$ cat src/rtl/apb_irq_event_ctrl_pkg.sv
// Shared register map and sleep-sequencer state encoding for apb_irq_event_ctrl.
package apb_irq_event_ctrl_pkg;

    localparam logic [4:0] OFF_IRQ_MASK   = 5'h00;
    localparam logic [4:0] OFF_IRQ_PEND   = 5'h04;
    localparam logic [4:0] OFF_IRQ_CLR    = 5'h08;
    localparam logic [4:0] OFF_EVT_MASK   = 5'h0C;
    localparam logic [4:0] OFF_EVT_PEND   = 5'h10;
    localparam logic [4:0] OFF_EVT_CLR    = 5'h14;
    localparam logic [4:0] OFF_SLEEP_CTRL = 5'h18;
    localparam logic [4:0] OFF_STATUS     = 5'h1C;

    typedef enum logic [1:0] {
        ST_RUN       = 2'd0,
        ST_WAIT_IDLE = 2'd1,
        ST_SLEEP     = 2'd2,
        ST_WAKE      = 2'd3
    } sleep_state_e;

endpackage

$ cat src/rtl/apb_irq_event_ctrl_irq_line_bank.sv
// One bank of asynchronous request lines: synchroniser, registered rising-edge
// detect, pending latch with set-over-clear priority, and an enable mask.
module irq_line_bank
    import apb_irq_event_ctrl_pkg::*;
#(
    parameter int unsigned NUM_LINES   = 32,
    parameter int unsigned SYNC_STAGES = 2
) (
    input  logic                 clk_i,
    input  logic                 HRESETn,
    input  logic [NUM_LINES-1:0] lines_i,
    input  logic                 mask_we_i,
    input  logic [NUM_LINES-1:0] mask_wdata_i,
    input  logic [NUM_LINES-1:0] set_i,
    input  logic [NUM_LINES-1:0] clr_i,
    output logic [NUM_LINES-1:0] pend_o,
    output logic [NUM_LINES-1:0] mask_o
);

    logic [SYNC_STAGES-1:0][NUM_LINES-1:0] sync_q, sync_d;
    logic [NUM_LINES-1:0] prev_q, prev_d;
    logic [NUM_LINES-1:0] edge_q, edge_d;
    logic [NUM_LINES-1:0] pend_q, pend_d;
    logic [NUM_LINES-1:0] mask_q, mask_d;

    // The edge is registered so a pending bit appears one cycle after the
    // last synchroniser stage, keeping a clean flop between sync and latch.
    always_comb begin
        sync_d = {sync_q[SYNC_STAGES-2:0], lines_i};
        prev_d = sync_q[SYNC_STAGES-1];
        edge_d = sync_q[SYNC_STAGES-1] & ~prev_q;
        pend_d = (pend_q & ~clr_i) | edge_q | set_i;
        mask_d = mask_we_i ? mask_wdata_i : mask_q;
    end

    always_ff @(posedge clk_i or negedge HRESETn) begin
        if (!HRESETn) begin
            sync_q <= '0;
            prev_q <= '0;
            edge_q <= '0;
            pend_q <= '0;
            mask_q <= '0;
        end else begin
            sync_q <= sync_d;
            prev_q <= prev_d;
            edge_q <= edge_d;
            pend_q <= pend_d;
            mask_q <= mask_d;
        end
    end

    assign pend_o = pend_q;
    assign mask_o = mask_q;

endmodule

$ cat src/rtl/apb_irq_event_ctrl.sv
// APB interrupt/event controller: two line banks, lowest-index interrupt
// encoder with ack, and a sleep sequencer that gates the core clock.
module apb_irq_event_ctrl
    import apb_irq_event_ctrl_pkg::*;
#(
    parameter int unsigned APB_ADDR_WIDTH = 12,
    parameter int unsigned NUM_LINES      = 32,
    parameter int unsigned SYNC_STAGES    = 2,
    parameter int unsigned WAKE_CYCLES    = 4
) (
    input  logic                      clk_i,
    input  logic                      HRESETn,
    input  logic [APB_ADDR_WIDTH-1:0] PADDR,
    input  logic [31:0]               PWDATA,
    input  logic                      PWRITE,
    input  logic                      PSEL,
    input  logic                      PENABLE,
    output logic [31:0]               PRDATA,
    output logic                      PREADY,
    output logic                      PSLVERR,
    input  logic [NUM_LINES-1:0]      irq_i,
    input  logic [NUM_LINES-1:0]      event_i,
    output logic                      irq_req_o,
    output logic [4:0]                irq_id_o,
    input  logic                      irq_ack_i,
    input  logic [4:0]                irq_id_i,
    input  logic                      core_busy_i,
    input  logic                      fetch_enable_i,
    output logic                      fetch_enable_o,
    output logic                      clk_gate_core_o
);

    localparam logic [7:0] WAKE_LOAD = 8'(WAKE_CYCLES - 1);

    logic [4:0]           reg_off;
    logic                 addr_err;
    logic                 access;
    logic                 wr;
    logic                 unused_apb;
    logic [NUM_LINES-1:0] wdata;

    logic                 irq_mask_we, evt_mask_we;
    logic [NUM_LINES-1:0] irq_set, irq_clr, evt_set, evt_clr, ack_clr;
    logic [NUM_LINES-1:0] irq_pend, irq_mask, evt_pend, evt_mask;
    logic [NUM_LINES-1:0] irq_act;
    logic                 sleep_req;
    logic                 wake;

    sleep_state_e         state_q, state_d;
    logic [7:0]           cnt_q, cnt_d;
    logic                 clk_gate_q, clk_gate_d;
    logic                 irq_req_q, irq_req_d;
    logic [4:0]           irq_id_q, irq_id_d;
    logic [SYNC_STAGES-1:0] fe_sync_q, fe_sync_d;

    assign reg_off    = {PADDR[4:2], 2'b00};
    assign addr_err   = |PADDR[APB_ADDR_WIDTH-1:5];
    assign access     = PSEL & PENABLE;
    assign wr         = access & PWRITE & ~addr_err;
    assign wdata      = PWDATA[NUM_LINES-1:0];
    assign unused_apb = ^{PADDR[1:0], PWDATA};

    assign PREADY  = 1'b1;
    assign PSLVERR = access & addr_err;

    always_comb begin
        irq_mask_we = wr && (reg_off == OFF_IRQ_MASK);
        evt_mask_we = wr && (reg_off == OFF_EVT_MASK);
        irq_set     = (wr && (reg_off == OFF_IRQ_PEND)) ? wdata : '0;
        evt_set     = (wr && (reg_off == OFF_EVT_PEND)) ? wdata : '0;
        evt_clr     = (wr && (reg_off == OFF_EVT_CLR))  ? wdata : '0;
        sleep_req   = wr && (reg_off == OFF_SLEEP_CTRL) && PWDATA[0];
        ack_clr     = '0;
        for (int unsigned i = 0; i < NUM_LINES; i++) begin
            ack_clr[i] = irq_ack_i && (irq_id_i == 5'(i));
        end
        irq_clr = ((wr && (reg_off == OFF_IRQ_CLR)) ? wdata : '0) | ack_clr;
    end

    irq_line_bank #(
        .NUM_LINES   (NUM_LINES),
        .SYNC_STAGES (SYNC_STAGES)
    ) u_irq_bank (
        .clk_i        (clk_i),
        .HRESETn      (HRESETn),
        .lines_i      (irq_i),
        .mask_we_i    (irq_mask_we),
        .mask_wdata_i (wdata),
        .set_i        (irq_set),
        .clr_i        (irq_clr),
        .pend_o       (irq_pend),
        .mask_o       (irq_mask)
    );

    irq_line_bank #(
        .NUM_LINES   (NUM_LINES),
        .SYNC_STAGES (SYNC_STAGES)
    ) u_evt_bank (
        .clk_i        (clk_i),
        .HRESETn      (HRESETn),
        .lines_i      (event_i),
        .mask_we_i    (evt_mask_we),
        .mask_wdata_i (wdata),
        .set_i        (evt_set),
        .clr_i        (evt_clr),
        .pend_o       (evt_pend),
        .mask_o       (evt_mask)
    );

    assign irq_act = irq_pend & irq_mask;
    assign wake    = (|irq_act) | (|(evt_pend & evt_mask));

    always_comb begin
        irq_req_d = |irq_act;
        irq_id_d  = '0;
        for (int unsigned i = NUM_LINES; i > 0; i--) begin
            if (irq_act[i-1]) irq_id_d = 5'(i - 1);
        end
    end

    always_comb begin
        state_d   = state_q;
        cnt_d     = cnt_q;
        fe_sync_d = {fe_sync_q[SYNC_STAGES-2:0], fetch_enable_i};
        case (state_q)
            ST_RUN:       if (sleep_req) state_d = ST_WAIT_IDLE;
            ST_WAIT_IDLE: begin
                if (wake)              state_d = ST_RUN;
                else if (!core_busy_i) state_d = ST_SLEEP;
            end
            ST_SLEEP: begin
                if (wake) begin
                    state_d = ST_WAKE;
                    cnt_d   = WAKE_LOAD;
                end
            end
            ST_WAKE: begin
                if (cnt_q == '0) state_d = ST_RUN;
                else             cnt_d   = cnt_q - 8'd1;
            end
            default:      state_d = ST_RUN;
        endcase
        // Gate enable comes from its own flop so the core clock enable is glitch-free.
        clk_gate_d = (state_d != ST_SLEEP);
    end

    always_ff @(posedge clk_i or negedge HRESETn) begin
        if (!HRESETn) begin
            state_q    <= ST_RUN;
            cnt_q      <= '0;
            clk_gate_q <= 1'b1;
            irq_req_q  <= 1'b0;
            irq_id_q   <= '0;
            fe_sync_q  <= '0;
        end else begin
            state_q    <= state_d;
            cnt_q      <= cnt_d;
            clk_gate_q <= clk_gate_d;
            irq_req_q  <= irq_req_d;
            irq_id_q   <= irq_id_d;
            fe_sync_q  <= fe_sync_d;
        end
    end

    assign irq_req_o       = irq_req_q;
    assign irq_id_o        = irq_id_q;
    assign clk_gate_core_o = clk_gate_q;
    assign fetch_enable_o  = fe_sync_q[SYNC_STAGES-1] &
                             ((state_q == ST_RUN) || (state_q == ST_WAIT_IDLE));

    always_comb begin
        PRDATA = '0;
        if (PSEL && !addr_err) begin
            case (reg_off)
                OFF_IRQ_MASK: PRDATA = 32'(irq_mask);
                OFF_IRQ_PEND: PRDATA = 32'(irq_pend);
                OFF_EVT_MASK: PRDATA = 32'(evt_mask);
                OFF_EVT_PEND: PRDATA = 32'(evt_pend);
                OFF_STATUS:   PRDATA = {15'b0, irq_req_q, 3'b0, irq_id_q, 6'b0, state_q};
                default:      PRDATA = '0;
            endcase
        end
    end

endmodule

$ cat config.mk
export PLATFORM = sky130hd
export DESIGN_NAME = apb_irq_event_ctrl
export DESIGN_NICKNAME = d
export VERILOG_FILES = /design/src/rtl/apb_irq_event_ctrl_pkg.sv /design/src/rtl/apb_irq_event_ctrl_irq_line_bank.sv /design/src/rtl/apb_irq_event_ctrl.sv
export SDC_FILE = /design/constraint.sdc
export NUM_CORES = 1
export LEC_CHECK = 0
export ABC_CLOCK_PERIOD_IN_PS = 2200
export CORE_ASPECT_RATIO = 0.5
export CORE_MARGIN = 2
export CORE_UTILIZATION = 50
export CTS_BUF_LIST = sky130_fd_sc_hd__clkbuf_16
export DETAILED_ROUTE_END_ITERATION = 8
export HOLD_SLACK_MARGIN = 0.08
export PLACE_DENSITY_LB_ADDON = 0.05
export SLEW_MARGIN = 20
export SYNTH_ARGS = -nofsm -noshare
export SYNTH_HDL_FRONTEND = slang
export SYNTH_SLANG_ARGS = --single-unit
$ cat constraint.sdc
create_clock -name clk_i -period 2.2 [get_ports clk_i]
set_input_delay 0.44 -clock clk_i [delete_from_list [all_inputs] [get_ports clk_i]]
set_output_delay 0.44 -clock clk_i [all_outputs]
set_load 0.01 [all_outputs]
==> results.py, run 1 <==
metrics = {
    "worst_setup_path": {
        "crit_fanout": 5,
        "cp.arrival_ns": 2.04,
        "cp-end-kind": "primary output",
        "setup.worst_path.start": "PADDR[9]",
        "reg2reg_from": "u_evt_bank.mask_o[2]$_DFFE_PN0P_",
        "crit_end": "PRDATA[8]",
        "r2r_cells": 7,
        "crit_chain": "buf_6 > or4_4 > nor4_4 > nand4_1 > buf_6 > buf_12 > a211oi_2 > buf_2",
        "slowest_stage": "or4_4",
        "crit_top_cell": "buf_6",
        "cp.required_ns": 1.76,
        "reg2reg_slack_ns": 0.04,
        "start_kind": "input port",
        "criticalPathCategory": "input port to primary output",
        "worstReg2RegEnd": "cnt_q[3]$_DFFE_PN0P_",
        "cpPeakStageDelay_ns": 0.54,
    },
    "logic_synthesis": {
        "synth_commonest_cells": "dfrtp_1 (402), a22oi_1 (80), nand2_1 (73)",
        "synth_fa_ha_area_frac": 0.00171,
        "synth.distinct_cells": 56,
        "yosysWarningCount": 0,
        "synth_seq_area_share": 0.690,
        "netlist_area_mm2": 0.0146,
        "synth-simple-area-share": 0.0844,
        "yosys-top-cells-area": "dfrtp_1 (69%), a22oi_1 (4.1%), mux2_4 (3.1%)",
        "synth_top_family_by_area": "compound AO/OA/AOI/OAI gates",
        "synth_compound_area_frac": 0.140,
        "synth.top_cell.area_share": 0.688,
        "synth_top_area_cell": "dfrtp_1",
        "async_reset_ff_frac": 1.00,
        "synth_ff_type": "dfrtp_1",
        "yosys.area_share.xor_xnor": 0.00360,
        "synth_edf_count": 0,
        "postSynthAreaPerCell_um2": 14.0,
        "synth_most_common_cell": "dfrtp_1",
        "syn-num-nets": 1166,
        "syn_inst": 1043,
        "ys_ff_latch": 403,
        "synthMuxAreaShare": 0.0625,
    },
    "floorplan": {
        "io_pins": 163,
        "die_h_um": 125,
        "core_mm2": 0.0288,
        "die_area_mm2": 0.0307,
        "row_count": 44,
        "start_util": 0.507,
        "die_w_um": 246,
    },
    "job": {
        "cap_viol_max_count": 0,
    },
    "layout": {
        "nFillCells": 2072,
        "multi_input_area_mm2": 0.00476,
        "drive_above_1_share": 0.278,
        "fin_area_mm2": 0.0194,
        "layout.nets": 1444,
        "syn2layout_area_growth_pct": 32.5,
        "seqCellArea_mm2": 0.0101,
        "layoutNonFillerInstCount": 1736,
    },
    "status": {
        "outcome": "complete, but fails checks",
        "violations": "setup timing",
    },
    "power": {
        "power_density_mw_per_mm2": 809,
        "peakVddDrop_mv": 0.662,
        "total_leakage_power_nw": 8.47,
    },
    "place": {
        "place_area_mm2": 0.0178,
        "place_congestion": 0.921,
        "placed_cells": 1649,
        "port_buffers": 159,
        "dp_hpwl_um": 29000,
    },
    "drt": {
        "wl_per_cell_um": 24.3,
        "ant_nets": 0,
        "wl_um": 42100,
        "drt_iter0_markers": 821,
        "vias": 9897,
        "drc": 0,
        "drt_first_pass_iters": 5,
        "vias_per_cell": 5.70,
    },
    "sta": {
        "hold_viol_final": 0,
        "slew_viol_final": 0,
        "fin_worst_skew_ns": 0.0226,
        "report.final.setup_viol": 32,
        "min_period_over_period": 1.13,
        "grt_setup_unrepaired": "yes",
        "worst_slack_ns": -0.277,
        "post-route-min-period_ns": 2.48,
        "max_freq_mhz": 404,
        "tns_ns": -7.37,
    },
    "clocking": {
        "clk_path_buf_depth": 3,
        "worstSkewPairLatency_ns": 0.54,
        "cts_tree": "done",
        "cts_made_buffers": 36,
        "path_clk_slew_ns": 0.07,
        "cts_root_buf": "clkbuf_16",
        "cts_sinks": 403,
        "cts_max_level": 2,
    },
    "worst_hold_path": {
        "min_path_type": "input port to flop",
        "hp-start": "irq_i[12]",
    },
    "grt": {
        "antenna_found_initial": 1,
        "met1_usage": 0.423,
        "use_met3": 0.0705,
        "grt.busiest_layer": "met1",
        "track_usage": 0.275,
        "grt_pass1_vias": 10200,
        "grt_pass1_wl_um": 62900,
        "grt_overflow": 0,
        "grt_max_degree": 69,
        "use_met2": 0.396,
    },
}
==> logic make-up (layout without fill, tap and decap cells) <==
family	Yosys count	after routing
AO/OA/AOI/OAI	283	283
XOR/XNOR	6	6
adder cells (fa/ha/maj)	2	2
buffers and inverters	47	348
flip-flops	403	403
multiplexers	72	72
other	1	2
AND/OR/NAND/NOR	229	229
==> cells in the final DEF, fill, tap and decap left out, drive strengths merged, types with 3 or more instances in the layout <==
master / n
nand3: 8
a22o: 5
mux2: 64
a221o: 32
nor2b: 71
a21oi: 58
buf: 158
a221oi: 4
nor4: 3
and2: 5
inv: 11
a22oi: 80
nor3: 8
clkbuf: 41
clkinv: 10
nand2b: 16
clkdlybuf4s50: 117
a32o: 4
nand4: 11
a31oi: 4
nor2: 23
xor2: 4
o21ai: 36
bufinv: 3
a211oi: 16
nand2: 73
dfrtp: 402
a211o: 32
mux2i: 8
==> how the worst min path moves through the flow <==
stage | to | slack, ns | cells past startpoint
6_report | u_irq_bank.sync_d[44]$_DFF_PN0_ | 0.34 | 1
2_1_floorplan | cnt_q[0]$_DFFE_PN0P_ | 0.14 | 0
4_1_cts | u_evt_bank.sync_d[62]$_DFF_PN0_ | 0.32 | 1
5_1_grt | u_irq_bank.sync_d[47]$_DFF_PN0_ | 0.32 | 1
3_3_place_gp | u_evt_bank.prev_d[5]$_DFF_PN0_ | 0.33 | 0
3_5_place_dp | u_evt_bank.prev_d[25]$_DFF_PN0_ | 0.33 | 0
==> critical path: cells and delay by family <==
kind | cells | cell delay [ns]
AO/OA/AOI/OAI | 1 | 0.15
AND/OR/NAND/NOR | 3 | 0.87
buffers and inverters | 4 | 0.58
==> metal layers <==
| metal | wire length, um | share of wire | vias up |
|---|---|---|---|
| li1 | - | - | 4368 |
| met1 | 19800 | 0.47 | 5104 |
| met2 | 18300 | 0.43 | 359 |
| met3 | 3180 | 0.075 | 66 |
| met4 | 829 | 0.020 | 0 |
| met5 | 0 | 0 | - |
==> through the flow <==
stage	total power [mW]	util	setup WS (ns)	hold slack (ns)
after floorplan	8.62	-	-0.102	0.144
after global placement	9.41	0.618	-1.08	0.332
after detailed placement	9.46	0.618	-1.09	0.335
after CTS	15.7	0.663	-0.409	0.325
after global routing	16.3	0.671	-0.376	0.323
final	15.7	0.671	-0.277	0.338
==> area by class of cell <==
type	count	area share
repair buffers	285	0.148
well taps	391	0.0253
clock buffers	37	0.0478
diodes	1	0.000129
multi-input cells	593	0.246
clock inverters	24	0.0121
inverters	2	0.000388
flip-flops and latches	403	0.521
==> timing repair <==
item,4_1_cts,5_1_grt
endpoints found under the setup margin,141,93
gates resized for setup,173,29
gates cloned,4,4
pin swaps,8,11
hold buffers,1,0
endpoints found under the hold margin,35,0
buffers inserted,6,13
==> power breakdown <==
part,leakage [nW],internal [mW],switching [mW]
registers,4.76,7.78,0.216
logic,3.13,0.653,0.740
clock network,0.583,3.46,2.82
No activity file was read; power rests on OpenSTA's default activity.
==> run 2: changes to the inputs <==
Settings changed: SETUP_SLACK_MARGIN set to 0.15.
==> run 2 against run 1 <==
- the flow still finishes with violations (setup timing)
- clock skew decreased by 0.011 ns
- critical path type unchanged
- clock power hardly changed
- register-to-register slack improved by 0.13 ns
- die area unchanged
- sequential power barely moved
- total power rose by 0.45%
- combinational power increased by 4%
- first-iteration DRC count is 24% higher
- via count grew 5.4%
- highest routed layer unchanged
==> results.py, run 2 (synthesis gave the netlist of run 1 again) <==
metrics = {
    "status": {
        "outcome": "complete, but fails checks",
        "violations": "setup timing",
    },
    "clocking": {
        "cts_sinks": 403,
        "path_clk_slew_ns": 0.06,
        "clk_path_buf_depth": 3,
        "cts_max_level": 2,
        "worstSkewPairLatency_ns": 0.53,
        "cts_tree": "done",
        "cts_root_buf": "clkbuf_16",
        "cts_made_buffers": 35,
    },
    "drt": {
        "vias_per_cell": 5.81,
        "drt_iter0_markers": 1021,
        "ant_nets": 0,
        "wl_per_cell_um": 25.2,
        "wl_um": 45300,
        "drc": 0,
        "drt_first_pass_iters": 6,
        "vias": 10400,
    },
    "layout": {
        "final_cell_mix": "dfrtp_1 (401), clkdlybuf4s50_1 (117), buf_4 (94)",
        "layout.nets": 1502,
        "final_common_cell": "dfrtp_1",
        "layoutNonFillerInstCount": 1795,
        "fin_area_mm2": 0.0205,
        "syn2layout_area_growth_pct": 40.4,
        "num_antenna_cells": 0,
        "drive_above_1_share": 0.319,
    },
    "floorplan": {
        "die_area_mm2": 0.0307,
        "io_pins": 163,
        "start_util": 0.507,
        "die_h_um": 125,
        "core_mm2": 0.0288,
        "die_w_um": 246,
        "row_count": 44,
    },
    "sta": {
        "slew_headroom": 0.661,
        "report.final.setup_viol": 109,
        "max_freq_mhz": 397,
        "grt_setup_unrepaired": "yes",
        "hold_viol_final": 0,
        "fin_worst_skew_ns": 0.0113,
        "slew_viol_final": 0,
        "worst_pin_slew_ns": 0.509,
        "post-route-min-period_ns": 2.52,
        "worst_slack_ns": -0.322,
        "min_period_over_period": 1.15,
    },
    "worst_setup_path": {
        "cp.arrival_ns": 2.08,
        "start_kind": "input port",
        "crit_fanout": 8,
        "criticalPathCategory": "input port to primary output",
        "cp.required_ns": 1.76,
        "cp-end-kind": "primary output",
    },
    "place": {
        "dp_hpwl_um": 28800,
        "port_buffers": 159,
        "placed_cells": 1664,
        "place_congestion": 0.937,
        "place_area_mm2": 0.0180,
    },
    "power": {
        "total_leakage_power_nw": 9.01,
        "peakVddDrop_mv": 0.643,
        "power_density_mw_per_mm2": 767,
    },
    "job": {
        "cap_viol_max_count": 0,
    },
    "grt": {
        "track_usage": 0.297,
        "grt_overflow": 0,
        "antenna_found_initial": 1,
        "grt_pass1_vias": 10800,
        "grt_pass1_wl_um": 67100,
        "grt_max_degree": 99,
    },
    "worst_hold_path": {
        "min_path_type": "flop to flop",
    },
}
-- run 2: cell types whose count changed in the layout (fill, tap and decap cells not counted), sizes merged --
cell / previous run / this run
clkbuf: 41 / 39
buf: 158 / 218
bufbuf: 0 / 1
dlygate4sd2: 2 / 3
clkinvlp: 2 / 0
bufinv: 3 / 5
dlymetal6s2s: 2 / 1
diode: 1 / 0
inv: 11 / 12
-- run 2: worst paths after layout --
| kind | start | endpoint | slack (ns) | cells after the start |
|---|---|---|---|---|
| hold / removal | u_irq_bank.sync_d[53]$_DFF_PN0_ | u_irq_bank.prev_d[21]$_DFF_PN0_ | 0.34 | 0 |
| hold reg to reg | u_irq_bank.sync_d[53]$_DFF_PN0_ | u_irq_bank.prev_d[21]$_DFF_PN0_ | 0.34 | 0 |
| min in group asynchronous | HRESETn | u_evt_bank.prev_q[3]$_DFF_PN0_ | 0.40 | 2 |
| setup reg to reg | u_irq_bank.pend_o[9]$_DFF_PN0_ | state_q[0]$_DFF_PN0_ | 0.17 | 8 |
| setup / recovery | PADDR[7] | PRDATA[4] | -0.32 | 8 |
| max in group asynchronous | HRESETn | u_irq_bank.edge_q[17]$_DFF_PN0_ | 0.98 | 4 |
-- run 2: metal layers --
metal / GRT usage / part of all wire / vias up
met1: 0.447 / 0.45 / 5372
met5: 0 / 0 / -
met4: 0.102 / 0.031 / 0
met2: 0.422 / 0.43 / 469
met3: 0.0771 / 0.089 / 104
li1: - / - / 4490
-- run 2: final cells by class --
cell class                      count  area [um^2]
Tap cell                          391          489
Inverter                            2         7.51
Sequential cell                   403        10100
Timing Repair Buffer              344         3860
Multi-Input combinational cell    593         4910
Clock buffer                       37          926
Fill cell                        1903         8330
Clock inverter                     25          238
-- run 2: through the flow --
stage / hold WS [ns] / setup TNS (ns) / power [mW] / utilization / worst slack, ns
final: 0.340 / -12.03 / 15.7 / 0.711 / -0.322
after global routing: 0.333 / -19.95 / 16.3 / 0.711 / -0.379
after CTS: 0.333 / -13.22 / 15.8 / 0.701 / -0.395
after detailed placement: 0.335 / -98.99 / 9.50 / 0.623 / -0.965
after global placement: 0.331 / -94.58 / 9.45 / 0.623 / -0.968
after floorplan: 0.144 / -7.24 / 8.61 / - / -0.102
-- run 2: timing repair --
item | 4_1_cts | 5_1_grt
endpoints found under the hold margin | 33 | 0
gates cloned | 19 | 2
hold buffers | 1 | 0
setup buffers | 39 | 8
pin swaps | 29 | 30
gates resized for setup | 238 | 41
endpoints found under the setup margin | 171 | 173
-- run 2: critical path, cell delays in order --
cell and delay [ns]:
buf_6 0.09, or4_4 0.54, nor4_4 0.17, nand4_1 0.20, buf_6 0.21, clkbuf_16 0.18, a21oi_2 0.10, buf_2 0.14
-- run 2: power breakdown --
group	internal, mW	switching [mW]	total [mW]
registers	7.78	0.225	8.01
logic	0.679	0.772	1.45
clock network	3.63	2.65	6.28
